## src/rtl/cpu_axi_bridge.sv

```systemverilog
// cpu_axi_bridge: joins an instruction-side and a data-side SRAM-like port
// onto one AXI master. Reads share the AR channel, and a data read beats an
// instruction read. Only the data port can write. Each side allows one
// outstanding transaction, and R returns are routed back by rid[0].
module cpu_axi_bridge (
  input  logic        clk,
  input  logic        reset,
  // instruction-side SRAM-like port
  input  logic        inst_sram_req,
  input  logic        inst_sram_wr,
  input  logic [1:0]  inst_sram_size,
  input  logic [31:0] inst_sram_addr,
  input  logic [3:0]  inst_sram_wstrb,
  input  logic [31:0] inst_sram_wdata,
  output logic        inst_sram_addr_ok,
  output logic        inst_sram_data_ok,
  output logic [31:0] inst_sram_rdata,
  // data-side SRAM-like port
  input  logic        data_sram_req,
  input  logic        data_sram_wr,
  input  logic [1:0]  data_sram_size,
  input  logic [31:0] data_sram_addr,
  input  logic [3:0]  data_sram_wstrb,
  input  logic [31:0] data_sram_wdata,
  output logic        data_sram_addr_ok,
  output logic        data_sram_data_ok,
  output logic [31:0] data_sram_rdata,
  // AXI AR
  output logic [3:0]  arid,
  output logic [31:0] araddr,
  output logic [7:0]  arlen,
  output logic [2:0]  arsize,
  output logic [1:0]  arburst,
  output logic [1:0]  arlock,
  output logic [3:0]  arcache,
  output logic [2:0]  arprot,
  output logic        arvalid,
  input  logic        arready,
  // AXI R
  input  logic [3:0]  rid,
  input  logic [31:0] rdata,
  input  logic [1:0]  rresp,
  input  logic        rlast,
  input  logic        rvalid,
  output logic        rready,
  // AXI AW
  output logic [3:0]  awid,
  output logic [31:0] awaddr,
  output logic [7:0]  awlen,
  output logic [2:0]  awsize,
  output logic [1:0]  awburst,
  output logic [1:0]  awlock,
  output logic [3:0]  awcache,
  output logic [2:0]  awprot,
  output logic        awvalid,
  input  logic        awready,
  // AXI W
  output logic [3:0]  wid,
  output logic [31:0] wdata,
  output logic [3:0]  wstrb,
  output logic        wlast,
  output logic        wvalid,
  input  logic        wready,
  // AXI B
  input  logic [3:0]  bid,
  input  logic [1:0]  bresp,
  input  logic        bvalid,
  output logic        bready
);

  typedef enum logic {AR_IDLE, AR_BUSY} ar_state_t;
  typedef enum logic [1:0] {W_IDLE, W_SEND, W_RESP} w_state_t;

  ar_state_t   ar_state, ar_state_n;
  w_state_t    w_state, w_state_n;
  logic        inst_rd_pend, data_rd_pend;
  logic        ar_id;
  logic [31:0] ar_addr;
  logic [1:0]  ar_size;
  logic        aw_valid_q, aw_valid_n, w_valid_q, w_valid_n;
  logic [31:0] aw_addr, w_data;
  logic [1:0]  aw_size;
  logic [3:0]  w_strb;
  logic        data_rd_go, inst_rd_go, wr_go;
  logic        inst_ret, data_ret;

  // The instruction port has no writes. Responses carry no status that this
  // bridge acts on. These inputs are folded into one sink.
  logic unused_inputs;
  assign unused_inputs = ^{inst_sram_wr, inst_sram_wstrb, inst_sram_wdata,
                           rresp, rlast, rid[3:1], bid, bresp};

  // Request acceptance. addr_ok stays low while reset is asserted.
  assign data_rd_go = !reset && (ar_state == AR_IDLE) && data_sram_req && !data_sram_wr
                      && !data_rd_pend && (w_state == W_IDLE);
  assign inst_rd_go = !reset && (ar_state == AR_IDLE) && inst_sram_req && !inst_rd_pend
                      && !data_rd_go;
  assign wr_go      = !reset && (w_state == W_IDLE) && data_sram_req && data_sram_wr
                      && !data_rd_pend;

  // Response routing is combinational, so no latency is added.
  assign inst_ret = rvalid && rready && !rid[0];
  assign data_ret = rvalid && rready &&  rid[0];

  assign inst_sram_addr_ok = inst_rd_go;
  assign data_sram_addr_ok = data_rd_go || wr_go;
  assign inst_sram_data_ok = inst_ret;
  assign data_sram_data_ok = data_ret || (bvalid && (w_state == W_RESP));
  assign inst_sram_rdata   = rdata;
  assign data_sram_rdata   = rdata;

  // Fixed AXI fields: single beat, INCR burst, no lock/cache/prot.
  assign arid    = {3'b000, ar_id};
  assign araddr  = ar_addr;
  assign arlen   = 8'd0;
  assign arsize  = {1'b0, ar_size};
  assign arburst = 2'b01;
  assign arlock  = 2'b00;
  assign arcache = 4'd0;
  assign arprot  = 3'd0;
  assign arvalid = (ar_state == AR_BUSY);

  assign awid    = 4'd1;
  assign awaddr  = aw_addr;
  assign awlen   = 8'd0;
  assign awsize  = {1'b0, aw_size};
  assign awburst = 2'b01;
  assign awlock  = 2'b00;
  assign awcache = 4'd0;
  assign awprot  = 3'd0;
  assign awvalid = aw_valid_q;

  assign wid     = 4'd1;
  assign wdata   = w_data;
  assign wstrb   = w_strb;
  assign wlast   = 1'b1;
  assign wvalid  = w_valid_q;
  assign bready  = (w_state == W_RESP);

  // rready is held low during reset and rises on the first clock after release.
  always_ff @(posedge clk or posedge reset) begin
    // NOTE: state registers use non-blocking assignments, so every flop samples pre-edge values.
    if (reset) rready <= 1'b0;
    else       rready <= 1'b1;
  end

  // Read FSM next state: a read leaves AR_IDLE when accepted, and returns once AR handshakes.
  always_comb begin
    // NOTE: assign the default first, so no path through the case leaves it unassigned (no latch).
    ar_state_n = ar_state;
    case (ar_state)
      AR_IDLE: if (data_rd_go || inst_rd_go) ar_state_n = AR_BUSY;
      AR_BUSY: if (arready)                  ar_state_n = AR_IDLE;
      default:                               ar_state_n = AR_IDLE;
    endcase
  end

  // Read FSM state register and latched AR fields (stable while AR_BUSY).
  always_ff @(posedge clk or posedge reset) begin
    // NOTE: the latched address and data registers are reset too, so the AXI fields are never X.
    if (reset) begin
      ar_state <= AR_IDLE;
      ar_id    <= 1'b0;
      ar_addr  <= 32'd0;
      ar_size  <= 2'd0;
    end else begin
      ar_state <= ar_state_n;
      if (data_rd_go) begin
        ar_id   <= 1'b1;
        ar_addr <= data_sram_addr;
        ar_size <= data_sram_size;
      end else if (inst_rd_go) begin
        ar_id   <= 1'b0;
        ar_addr <= inst_sram_addr;
        ar_size <= inst_sram_size;
      end
    end
  end

  // Outstanding-read flags. When set and clear fall in the same cycle, set wins.
  always_ff @(posedge clk or posedge reset) begin
    if (reset) begin
      inst_rd_pend <= 1'b0;
      data_rd_pend <= 1'b0;
    end else begin
      if (inst_rd_go)    inst_rd_pend <= 1'b1;
      else if (inst_ret) inst_rd_pend <= 1'b0;
      if (data_rd_go)    data_rd_pend <= 1'b1;
      else if (data_ret) data_rd_pend <= 1'b0;
    end
  end

  // Write FSM next state. AW and W each drop on their own handshake.
  always_comb begin
    w_state_n  = w_state;
    aw_valid_n = aw_valid_q;
    w_valid_n  = w_valid_q;
    case (w_state)
      W_IDLE: if (wr_go) begin
        w_state_n  = W_SEND;
        aw_valid_n = 1'b1;
        w_valid_n  = 1'b1;
      end
      W_SEND: begin
        if (aw_valid_q && awready) aw_valid_n = 1'b0;
        if (w_valid_q && wready)   w_valid_n  = 1'b0;
        if (!aw_valid_n && !w_valid_n) w_state_n = W_RESP;
      end
      W_RESP: if (bvalid) w_state_n = W_IDLE;
      default: w_state_n = W_IDLE;
    endcase
  end

  // Write FSM state register, valid flags and latched write payload.
  always_ff @(posedge clk or posedge reset) begin
    if (reset) begin
      w_state    <= W_IDLE;
      aw_valid_q <= 1'b0;
      w_valid_q  <= 1'b0;
      aw_addr    <= 32'd0;
      aw_size    <= 2'd0;
      w_strb     <= 4'd0;
      w_data     <= 32'd0;
    end else begin
      w_state    <= w_state_n;
      aw_valid_q <= aw_valid_n;
      w_valid_q  <= w_valid_n;
      if (wr_go) begin
        aw_addr <= data_sram_addr;
        aw_size <= data_sram_size;
        w_strb  <= data_sram_wstrb;
        w_data  <= data_sram_wdata;
      end
    end
  end

endmodule

```

## config.mk

```make
export PLATFORM = sky130hd
export DESIGN_NAME = cpu_axi_bridge
export DESIGN_NICKNAME = d
export VERILOG_FILES = /design/src/rtl/cpu_axi_bridge.sv
export SDC_FILE = /design/constraint.sdc
export NUM_CORES = 1
export LEC_CHECK = 0
export BUFFER_PORTS_ARGS = -buffer_cell sky130_fd_sc_hd__buf_4
export CORE_AREA = 2 2 166 168
export CTS_CLUSTER_SIZE = 12
export DETAILED_ROUTE_END_ITERATION = 10
export DIE_AREA = 0 0 168 170
export GPL_ROUTABILITY_DRIVEN = 0
export SYNTH_ARGS = -nofsm -noshare
export SYNTH_HDL_FRONTEND = slang
export SYNTH_SLANG_ARGS = --single-unit
```

## constraint.sdc

```tcl
create_clock -name clk -period 4 [get_ports clk]
set_input_delay 0 -clock clk [delete_from_list [all_inputs] [get_ports clk]]
set_output_delay 0 -clock clk [all_outputs]
set_load 0.02 [all_outputs]
```

Yosys cells after proc, flatten, opt, wreduce, memory -nomap -nowiden
Cells that the tools add are included.
{ "word_totals": {"register_bits": 113, "latch_bits": 0, "mem_bits_rw": 0, "mem_bits_ro": 0, "in_bits": 196, "word_cells": 81, "n_memories": 0} }
{ "op_classes": {"add_sub_neg": 0, "multipliers": 0, "div_mod_pow": 0, "order_cmp": 0, "eq_ne": 5, "shifts": 0, "n_mux": 24, "bitwise_logic": 1, "reduce_logical": 37} }
{ "ops": {"columns": ["op", "count"], "rows": [
  ["2-to-1 mux 32 bit", 2],
  ["logical AND 1 bit", 19],
  ["2-to-1 mux 1 bit", 13],
  ["2-to-1 mux 2 bit", 5],
  ["zero test 1 bit", 8],
  ["nonzero test 2 bit", 4],
  ["!= test 2 bit, second input constant", 3],
  ["one-hot mux 1 bit (2 select lines)", 3],
  ["one-hot mux 2 bit (3 select lines)", 1],
  ["logical OR 1 bit", 3],
  ["AND reduction 3 bit", 1],
  ["== test 2 x 1 -> 1 bit, second input constant", 1],
  ["== test 2 bit, second input constant", 1],
  ["zero test 2 bit", 1],
  ["AND reduction 2 bit", 1],
  ["inverter 1 bit", 1]
]} }

Logic depth before layout (Yosys ltp)
{ "logic_depth": {"word_depth": 11, "mapped_depth": 5} }

Worst setup path after synthesis
Ideal clock, no wire load.
{ "synth_path": {"path_kind": "input-to-reg", "start": "in reset", "end": "reg aw_size[0]", "arrival_time_ps": 3374, "required_ps": 3875, "setup_slack_ps": 501, "cell_stages": 5, "n_path_buf": 2, "path_cell_list": "inv_1 nand3b_1 clkbuf_1 clkbuf_1 mux2_2"} }
{ "synth_between": {"elab_chain_len": 5} }
{ "synth_rtl": {"columns": ["element", "line", "source"], "rows": [
  ["from (decl)", "7", "input logic reset,"],
  ["zero test 1 bit (no source line)", null, null],
  ["logical AND 1 bit (3 in series)", "98", "assign wr_go = !reset && (w_state == W_IDLE) && data_sram_req && data_sram_wr"],
  ["logical AND 1 bit", "99", "&& !data_rd_pend;"],
  ["to (signal assigned)", "230", "aw_size <= data_sram_size;"],
  ["to (decl)", "82", "logic [1:0] aw_size;"]
]} }
Every way passes these cells.
A chain may end at the register's enable or synchronous reset.

Worst setup path after layout
{ "layout_path": {"start": "reg w_state[1]", "end": "reg ar_addr[9] (netlist: araddr[9])"} }
{ "layout_between": {"elab_chain_len": 5} }
{ "layout_rtl": {"columns": ["element", "line", "source"], "rows": [
  ["from (decl)", "75", "w_state_t w_state, w_state_n;"],
  ["from (signal assigned)", "225", "w_state <= w_state_n;"],
  ["zero test 2 bit *", "95", "&& !data_rd_pend && (w_state == W_IDLE);"],
  ["logical AND 1 bit *", "95", null],
  ["zero test 1 bit", "97", "&& !data_rd_go;"],
  ["logical AND 1 bit", "97", null],
  ["nonzero test 2 bit (no source line)", null, null],
  ["to (signal assigned)", "170", "ar_addr <= data_sram_addr;"],
  ["to (signal assigned)", "174", "ar_addr <= inst_sram_addr;"],
  ["to (decl)", "78", "logic [31:0] ar_addr;"]
]} }
Every way passes the cells marked *; elsewhere a longest branch is shown, timed or not.

==> impl_metrics.py <==
metrics = {
    "power_and_ir_drop": {
        "netSwitchingPower_mw": 2.33,
        "powerDensity_nw_per_um2": 779,
        "total_power_mw": 6.88,
        "p_int_mw": 4.56,
        "vdd_drop_max_mv": 0.300,
        "p_leak_nw": 4.29,
        "power.share.clock_pct": 24.1,
        "combPwrFrac_pct": 46.5,
        "seqPwrFrac_pct": 29.3,
        "swShare_pct": 33.8,
    },
    "synthesis": {
        "ys_warn_count": 0,
        "synth-seq-cells": 113,
        "synth-simple-area-share_pct": 1.67,
        "syn-cell-area_um2": 5680,
        "syn_inst": 419,
        "synth_cell_types": 26,
        "synthXorXnorAreaFrac_pct": 0,
        "seq_area_frac_synth_pct": 49.8,
        "synth_top_family_by_area": "multiplexers",
        "synth_compound_area_share_pct": 0.992,
        "avgSynthCellArea_um2": 13.6,
        "synth-adder-area-share_pct": 0,
        "synth_area_leaders": "dfrtp_1 (50%), mux2_2 (21%), buf_4 (15%)",
        "synthMuxAreaShare_pct": 29.6,
        "synth_area_leader_cell": "dfrtp_1",
        "yosysTopAreaCellShare_pct": 49.8,
    },
    "route": {
        "postRouteAntennaNets": 0,
        "wl_per_cell_um": 14.2,
        "drt-total-wl_mm": 15.0,
        "vias_per_cell": 3.76,
        "via_count": 3958,
        "drcViolationCount": 0,
        "drt_iter0_drc": 71,
        "first_pass_iters": 3,
    },
    "sta": {
        "finalHoldViolCount": 0,
        "tns_ns": 0,
        "finalCriticalPeriod_ns": 3.34,
        "max_slew.worst_pin.slew_ns": 0.896,
        "max_freq_mhz": 299,
        "rsz0062_at_grt": "no",
        "finalMaxSlewViolations": 0,
        "post-route-period-util_pct": 83.6,
        "setup_viol": 0,
        "relSlewSlack_pct": 40.1,
        "clock_skew_ns": 0.0120,
    },
    "global_routing": {
        "track_usage_pct": 10.5,
        "grt_start_max_net_pins": 67,
        "antenna_found_initial": 0,
        "grt.overflow.total": 0,
        "grt_pass1_vias": 4272,
        "grt_pass1_wl_mm": 22.8,
    },
    "cts": {
        "postCtsSetupBuffers": 0,
        "clock_latency_ns": 0.42,
        "cts_buffer_depth": 2,
        "clkTransAtPathRegs_ns": 0.05,
        "cts_tree": "done",
        "post_cts_resized": 0,
        "hold_buffers": 112,
        "clock-root-buffer": "clkbuf_16",
        "htreeDepth": 4,
        "numCtsBuffers": 17,
        "clock-sinks": 113,
    },
    "critical_path": {
        "critPathArrivalTime_ns": 3.63,
        "rrSetupSlack_ns": 0.66,
        "r2r_cells": 5,
        "crit_start": "w_state[1]",
        "path_class": "register to register",
        "crit_path_max_fanout": 25,
        "cp_num_buf_inv": 2,
        "cpMaxStageDelayCell": "or4_2",
        "cp-start-kind": "register",
        "cp.depth": 5,
        "worstPathRequired_ns": 4.28,
        "end_kind": "register",
        "timing.rr.end": "araddr[9]",
        "cp_top_family": "simple AND/OR/NAND/NOR gates",
        "setup.worst_path.end": "araddr[9]",
        "path_cells": "or4b_1, or4_2, buf_4, mux2_4, dlygate4sd3_1",
        "cpPeakStageDelay_ns": 0.88,
        "r2r-start": "w_state[1]",
    },
    "finish": {
        "syn2layout_area_growth_pct": 55.6,
        "fin_nets": 897,
        "final_common_cell": "buf_4",
        "final_cell_mix": "buf_4 (234), dfrtp_1 (113), dlygate4sd3_1 (112)",
        "diodes": 0,
        "n_fill_cell": 2676,
        "drive_gt1_share_pct": 56.9,
    },
    "floorplanning": {
        "initial_utilization_pct": 21.3,
        "ios": 426,
        "dieArea_um2": 28600,
        "core_um2": 26700,
        "die-height_um": 170,
        "die_x_um": 168,
        "rows": 60,
    },
    "placement": {
        "dp_hpwl_mm": 9.97,
        "place.port_buffers": 228,
    },
    "run": {
        "maxCapViolCount": 0,
    },
    "run_status": {
        "status": "finished, final reports clean",
    },
    "worst_hold_path": {
        "min_path_type": "input port to output pin",
    },
}
==> through the flow <==
stage	util, %	setup slack (ns)	cells	hold WS (ns)	area (um^2)
3_5_place_dp	26.6	1.22	911	0.000200	7080
3_3_place_gp	26.6	1.21	911	0.000200	7080
4_1_cts	33.2	0.650	1054	0.000200	8830
5_1_grt	33.2	0.560	1054	0.0000498	8830
6_report	33.2	0.656	1054	0.00000924	8830
2_1_floorplan	-	0.501	470	0.0869	5870
==> worst register-to-register path, delay by kind of cell, from the launching register on <==
kind	cells	cell delay (ns)
simple gates	2	1.46
flops	1	0.40
mux	1	0.37
buf+inv	2	0.99
==> synth_stat cells <==
| master | number |
|---|---|
| buf_6 | 4 |
| inv_1 | 7 |
| nor4b_1 | 1 |
| dfrtp_1 | 113 |
| conb_1 | 2 |
| nand3_1 | 1 |
| or4_1 | 1 |
| and2b_1 | 1 |
| a22o_1 | 1 |
| nor2b_1 | 1 |
| buf_4 | 117 |
| nand2_1 | 7 |
| or4b_1 | 1 |
| buf_2 | 9 |
| and2_1 | 1 |
| o22a_1 | 1 |
| nand2b_1 | 1 |
| clkbuf_1 | 4 |
| o2bb2ai_1 | 1 |
| nor2_1 | 1 |
| mux2_4 | 34 |
| nand3b_1 | 1 |
| a22oi_1 | 2 |
| o21ai_0 | 2 |
| mux2_2 | 104 |
| a21oi_1 | 1 |
==> layer usage <==
| metal | global-route usage, % | wire length, um | part of all wire, % | vias up |
|---|---|---|---|---|
| met5 | 0 | 0 | 0 | - |
| met4 | 5.10 | 383 | 2.6 | 0 |
| met3 | 3.86 | 1210 | 8.1 | 35 |
| met2 | 19.1 | 7980 | 53 | 167 |
| met1 | 10.7 | 5410 | 36 | 1945 |
| li1 | - | - | - | 1811 |
==> worst min path at each step <==
| stage | end | slack (ns) | cells after the start | start |
|---|---|---|---|---|
| after floorplan | inst_sram_data_ok | 0.09 | 1 | rid[0] |
| after global placement | data_sram_rdata[3] | 0.0002 | 0 | rdata[3] |
| after detailed placement | data_sram_rdata[3] | 0.0002 | 0 | rdata[3] |
| after CTS | data_sram_rdata[3] | 0.0002 | 0 | rdata[3] |
| after global routing | data_sram_rdata[4] | 0.00005 | 0 | rdata[4] |
| final | data_sram_rdata[30] | 0.000009 | 0 | rdata[30] |
==> sequential cells by signal, summed over array words and instances (netlist names) <==
| register | flops |
|---|---|
| ar_id | 1 |
| ar_size | 2 |
| araddr | 32 |
| arvalid | 1 |
| aw_size | 2 |
| awaddr | 32 |
| awvalid | 1 |
| data_rd_pend | 1 |
| inst_rd_pend | 1 |
| rready | 1 |
| w_state | 2 |
| wdata | 32 |
| wstrb | 4 |
| wvalid | 1 |
==> final cells by class <==
class	count	area (um^2)	area share (%)
clock inverters	12	181	2.05
multi-input cells	216	2040	23.1
inverters	7	28.8	0.326
clock buffers	19	453	5.13
repair buffers	346	2880	32.6
well taps	341	427	4.83
flip-flops and latches	113	2830	32.0
==> power by group through the flow <==
stage / logic [mW] / registers, mW / clock network [mW]
after floorplan: 1.16 / 2.68 / 0
after global placement: 2.87 / 2.02 / 0
after CTS: 3.23 / 2.02 / 1.72
final: 3.20 / 2.02 / 1.66
after detailed placement: 2.91 / 2.03 / 0
after global routing: 3.39 / 2.11 / 1.77
==> kinds of logic after synthesis <==
family / count (synthesis)
AO/OA/AOI/OAI: 8
flip-flops: 113
multiplexers: 138
other: 2
buffers and inverters: 141
AND/OR/NAND/NOR: 17
No activity file was read; power rests on OpenSTA's default activity.
